$ cat src/rtl/hpc_bus_pkg.sv
// Shared definitions for the hpc bus master: FSM states, control-slave register map
// and control-word bit positions.
package hpc_bus_pkg;

  typedef enum logic [1:0] {
    IDLE   = 2'd0,
    ISSUE  = 2'd1,
    RDWAIT = 2'd2,
    RESP   = 2'd3
  } state_t;

  localparam logic [4:0] ADDR_CTRL      = 5'h00;
  localparam logic [4:0] ADDR_DATA_CTR  = 5'h04;
  localparam logic [4:0] ADDR_EVENT_CTR = 5'h08;
  localparam logic [4:0] ADDR_VERSION   = 5'h0C;

  localparam int CTRL_RESET_BIT  = 0;
  localparam int CTRL_ENABLE_BIT = 1;
  localparam int CTRL_FREEZE_BIT = 2;

endpackage

$ cat src/rtl/hpc_bus_master.sv
// Single-outstanding Avalon-MM master: one host command in, one Avalon transfer,
// one response out. Current FSM state is exported on the state port for debug.
module hpc_bus_master
  import hpc_bus_pkg::*;
#(
  parameter int unsigned WIDTH        = 32,
  parameter int unsigned ADDR_W       = 5,
  parameter int unsigned READ_LATENCY = 1,
  parameter int unsigned TIMEOUT      = 255
) (
  input  logic              clk,
  input  logic              reset,
  input  logic              cmd_valid,
  output logic              cmd_ready,
  input  logic              cmd_write,
  input  logic [ADDR_W-1:0] cmd_address,
  input  logic [WIDTH-1:0]  cmd_writedata,
  output logic              resp_valid,
  input  logic              resp_ready,
  output logic              resp_is_read,
  output logic              resp_err,
  output logic [WIDTH-1:0]  resp_data,
  output logic [ADDR_W-1:0] master_address,
  output logic              master_read,
  output logic              master_write,
  output logic [WIDTH-1:0]  master_writedata,
  input  logic              master_waitrequest,
  input  logic [WIDTH-1:0]  master_readdata,
  output logic [WIDTH-1:0]  txn_count,
  output state_t            state
);

  localparam logic [1:0]  LAT_LOAD    = 2'(READ_LATENCY - 1);
  localparam logic [31:0] STALL_LIMIT = 32'(TIMEOUT - 1);

  logic        write_q;
  logic [1:0]  lat_cnt;
  logic [31:0] stall_cnt;

  // Handshakes: a transfer happens on a rising edge where valid and ready are both
  // high; the producer holds valid and payload stable until that edge.
  assign cmd_ready = (state == IDLE) && !reset;

  always_ff @(posedge clk) begin
    if (reset) begin
      state            <= IDLE;
      write_q          <= 1'b0;
      lat_cnt          <= '0;
      stall_cnt        <= '0;
      master_read      <= 1'b0;
      master_write     <= 1'b0;
      master_address   <= '0;
      master_writedata <= '0;
      resp_valid       <= 1'b0;
      resp_err         <= 1'b0;
      resp_is_read     <= 1'b0;
      resp_data        <= '0;
      txn_count        <= '0;
    end else begin
      case (state)
        IDLE: begin
          if (cmd_valid) begin
            write_q          <= cmd_write;
            master_address   <= cmd_address;
            master_writedata <= cmd_writedata;
            master_write     <= cmd_write;
            master_read      <= !cmd_write;
            stall_cnt        <= '0;
            state            <= ISSUE;
          end
        end
        ISSUE: begin
          if (!master_waitrequest) begin
            master_read  <= 1'b0;
            master_write <= 1'b0;
            resp_is_read <= !write_q;
            resp_err     <= 1'b0;
            if (write_q) begin
              resp_data  <= '0;
              resp_valid <= 1'b1;
              state      <= RESP;
            end else begin
              lat_cnt <= LAT_LOAD;
              state   <= RDWAIT;
            end
          end else if (TIMEOUT != 0 && stall_cnt == STALL_LIMIT) begin
            // This is the TIMEOUT-th stalled cycle: abandon the transfer.
            master_read  <= 1'b0;
            master_write <= 1'b0;
            resp_is_read <= !write_q;
            resp_err     <= 1'b1;
            resp_data    <= '0;
            resp_valid   <= 1'b1;
            state        <= RESP;
          end else begin
            stall_cnt <= stall_cnt + 32'd1;
          end
        end
        RDWAIT: begin
          if (lat_cnt == 2'd0) begin
            resp_data  <= master_readdata;
            resp_valid <= 1'b1;
            state      <= RESP;
          end else begin
            lat_cnt <= lat_cnt - 2'd1;
          end
        end
        RESP: begin
          if (resp_ready) begin
            resp_valid <= 1'b0;
            txn_count  <= txn_count + WIDTH'(1);
            state      <= IDLE;
          end
        end
        default: state <= IDLE;
      endcase
    end
  end

endmodule

$ cat config.mk
export PLATFORM = sky130hd
export DESIGN_NAME = hpc_bus_master
export DESIGN_NICKNAME = d
export VERILOG_FILES = /design/src/rtl/hpc_bus_pkg.sv /design/src/rtl/hpc_bus_master.sv
export SDC_FILE = /design/constraint.sdc
export NUM_CORES = 1
export LEC_CHECK = 0
export CORE_AREA = 2 2 144 146
export DETAILED_ROUTE_END_ITERATION = 16
export DIE_AREA = 0 0 146 148
export GPL_ROUTABILITY_DRIVEN = 0
export GPL_TIMING_DRIVEN = 0
export PLACE_DENSITY = 0.61
export SYNTH_ARGS = -nofsm -noshare
export SYNTH_HDL_FRONTEND = slang
export SYNTH_SLANG_ARGS = --single-unit
$ cat constraint.sdc
create_clock -name clk -period 2.3 [get_ports clk]
set_clock_uncertainty 0.1 [all_clocks]
set_input_delay 0.69 -clock clk [delete_from_list [all_inputs] [get_ports clk]]
set_output_delay 0.69 -clock clk [all_outputs]
set_load 0.03 [all_outputs]
==> results.py <==
metrics = {
    "status": {
        "status": "finished, final reports clean",
    },
    "worst_setup_path": {
        "path_cells": "clkdlybuf4s50_1",
        "start_kind": "register",
        "worstRegToRegCells": 10,
        "worst_ep_required_time_ns": 1.51,
        "cpMaxStageDelayCell": "clkdlybuf4s50_1",
        "r2r_slack_ns": 0.04,
        "critPathKind": "reg2out",
        "cp.depth": 1,
        "reg2reg_to": "stall_cnt[28]",
        "crit_end": "resp_data[1]",
        "crit_family": "buffers and inverters",
        "end_kind": "primary output",
        "cpPeakStageDelay_ns": 0.72,
        "cp_max_fo": 2,
        "startpoint": "resp_data[1]",
        "crit_buf_inv": 1,
        "crit-reg2reg-launch": "state[1]",
        "worstPathArrival_ns": 1.47,
    },
    "global_route": {
        "grt_start_max_net_pins": 17,
        "grt_usage_pct": 19.0,
        "antenna_found_initial": 0,
        "grt_pass1_wl_um": 33100,
        "grt_pass1_vias": 6084,
        "grt-ovfl-total": 0,
    },
    "die": {
        "ios": 184,
        "die_w_um": 146,
        "die_area_um2": 21600,
        "die_h_um": 148,
        "row_count": 52,
        "initial_utilization_pct": 31.5,
        "core_area_um2": 20000,
    },
    "logic_synthesis": {
        "ys_seq_elements": 143,
        "avgSynthCellArea_um2": 8.23,
        "syn_area_um2": 6300,
        "yosys_warnings": 0,
        "async_reset_ff_share_pct": 0,
        "ys_types": 55,
        "synth_ff_type": "dfxtp_1",
        "syn_inst": 766,
        "synth_edf_count": 0,
        "yosysSeqAreaShare_pct": 45.4,
        "syn_nets": 849,
    },
    "routing": {
        "via_per_inst": 5.13,
        "routed_wl_um": 20900,
        "ant_nets": 0,
        "via_count": 6542,
        "drc": 0,
        "first_pass_iters": 4,
        "wl_per_cell_um": 16.4,
        "drt_iter0_markers": 296,
    },
    "timing": {
        "max_freq_mhz": 442,
        "fin_crit_sh_pct": 98.4,
        "max-slew-margin-rel_pct": 46.8,
        "max_slew.worst_pin.slew_ns": 0.792,
        "final-setup-viol-count": 0,
        "rsz0062_at_grt": "yes",
        "drv_slew": 0,
        "period_needed_ns": 2.26,
        "hold_viol": 0,
    },
    "placement": {
        "dp_hpwl_um": 14600,
        "placedCellCount": 1219,
        "dpl_cell_area_um2": 8490,
        "io_buffer_count": 183,
    },
    "layout": {
        "fin_cells": 1276,
        "antennaDiodeCount": 0,
        "final_area_um2": 9600,
        "synthToLayoutAreaGrowth_pct": 52.3,
        "nets": 1076,
        "drive_gt1_share_pct": 14.4,
        "nFillCells": 2016,
        "layout_commonest_cell": "clkdlybuf4s50_1",
        "mostFrequentLayoutCells": "138 x clkdlybuf4s50_1, 127 x dfxtp_1, 109 x nand2_1, 97 x a21oi_1, 60 x nand4_1",
    },
    "cts": {
        "postCtsHoldBufs": 0,
        "clock_path_buffers": 2,
        "path_clk_slew_ns": 0.06,
        "clkLatencyLatePin_ns": 0.42,
        "cts_buffers": 17,
        "cts_tree": "built",
        "clock_sinks": 143,
        "root_buffer": "clkbuf_16",
        "htreeDepth": 4,
    },
    "power_and_ir_drop": {
        "finalPower_mw": 8.83,
        "p_leak_nw": 3.71,
        "p_per_area_nw_per_um2": 920,
        "ir_drop_v": 0.000652,
    },
    "min_path": {
        "min_path_type": "reg2reg",
    },
    "run": {
        "cap_violations": 0,
    },
}
==> worst min-delay path by stage <==
stage / cells past startpoint / startpoint / to
4_1_cts: 2 / master_writedata[1] / master_writedata[1]
5_1_grt: 2 / master_address[4] / master_address[4]
6_report: 2 / master_address[4] / master_address[4]
3_5_place_dp: 2 / master_writedata[24] / master_writedata[24]
3_3_place_gp: 2 / master_writedata[31] / master_writedata[31]
2_1_floorplan: 2 / write_q / write_q
==> tightest hold or removal path, delay by kind of cell, from the launching register on <==
kind	cells	cell delay, ns
flip-flops	1	0.31
AND/OR/NAND/NOR	1	0.05
AO/OA/AOI/OAI	1	0.05
==> layout make-up <==
class / count / area (um2) / share of cell area (%)
Clock inverter: 15 / 148 / 1.54
Sequential cell: 143 / 2900 / 30.2
Tap cell: 270 / 338 / 3.52
Timing Repair Buffer: 209 / 2080 / 21.7
Inverter: 13 / 51.3 / 0.534
Clock buffer: 17 / 425 / 4.43
Buffer: 48 / 283 / 2.95
Multi-Input combinational cell: 561 / 3370 / 35.1
==> flip-flops by register name, summed over array words and instances, names as in the netlist, 2 cells and up <==
signal and cells:
master_address 5, lat_cnt 2, resp_data 32, state 2, txn_count 32, stall_cnt 32, master_writedata 32
==> power breakdown <==
part	switching, mW	internal (mW)
registers	0.131	2.70
logic	2.05	1.24
clock network	1.20	1.52
==> routing by layer <==
layer	wire (um)	GRT usage [%]	vias to the layer above	share of wire, %
met5	0	0	-	0
li1	-	-	3237	-
met1	9210	24.4	3059	44
met4	530	7.09	0	2.5
met2	9450	29.5	207	45
met3	1690	6.64	39	8.1
==> per-stage QoR <==
stage	setup slack (ns)	TNS (ns)	utilization, %	hold WS, ns
2_1_floorplan	0.0150	0	-	0.360
3_3_place_gp	-1.03	-72.33	42.4	0.342
3_5_place_dp	-1.07	-73.13	42.4	0.347
4_1_cts	-0.0230	-0.0230	46.6	0.356
5_1_grt	-0.0416	-0.129	47.9	0.374
6_report	0.0369	0	47.9	0.353
==> what timing repair did <==
item / in CTS / in global routing
setup buffers: 16 / 9
cloned: 1 / 0
endpoints found under the setup margin: 107 / 98
pin swaps: 11 / 23
gates resized for setup: 83 / 91
==> cells by family after synthesis <==
logic type	synth area share [%]
xor gates and xnor gates	4.03
adders and majority gates	1.59
muxes	0.833
buffers and inverters	4.13
DFF	45.4
and+or+nand+nor	27.7
AOI/OAI and AO/OA	16.3
==> synthesized netlist by cell type (3+ instances only) <==
library cell	instances	area [um2]
a21oi_1	101	505
nand4_1	60	375
inv_1	13	48.8
nand2_1	111	417
xor2_1	24	210
and3_1	9	56.3
and2_1	5	31.3
clkbuf_1	43	161
o211ai_1	6	45.0
nor2_1	48	180
dfxtp_1	143	2860
o21ai_0	55	275
xnor2_1	5	43.8
ha_1	8	100
nor3_1	6	30.0
o31ai_1	8	60.1
nand3_1	24	120
and4_1	7	61.3
or4_1	11	82.6
or3_1	18	113
mux2i_1	3	30.0
nor4_1	14	87.6
(Power assumes the default switching activity.)
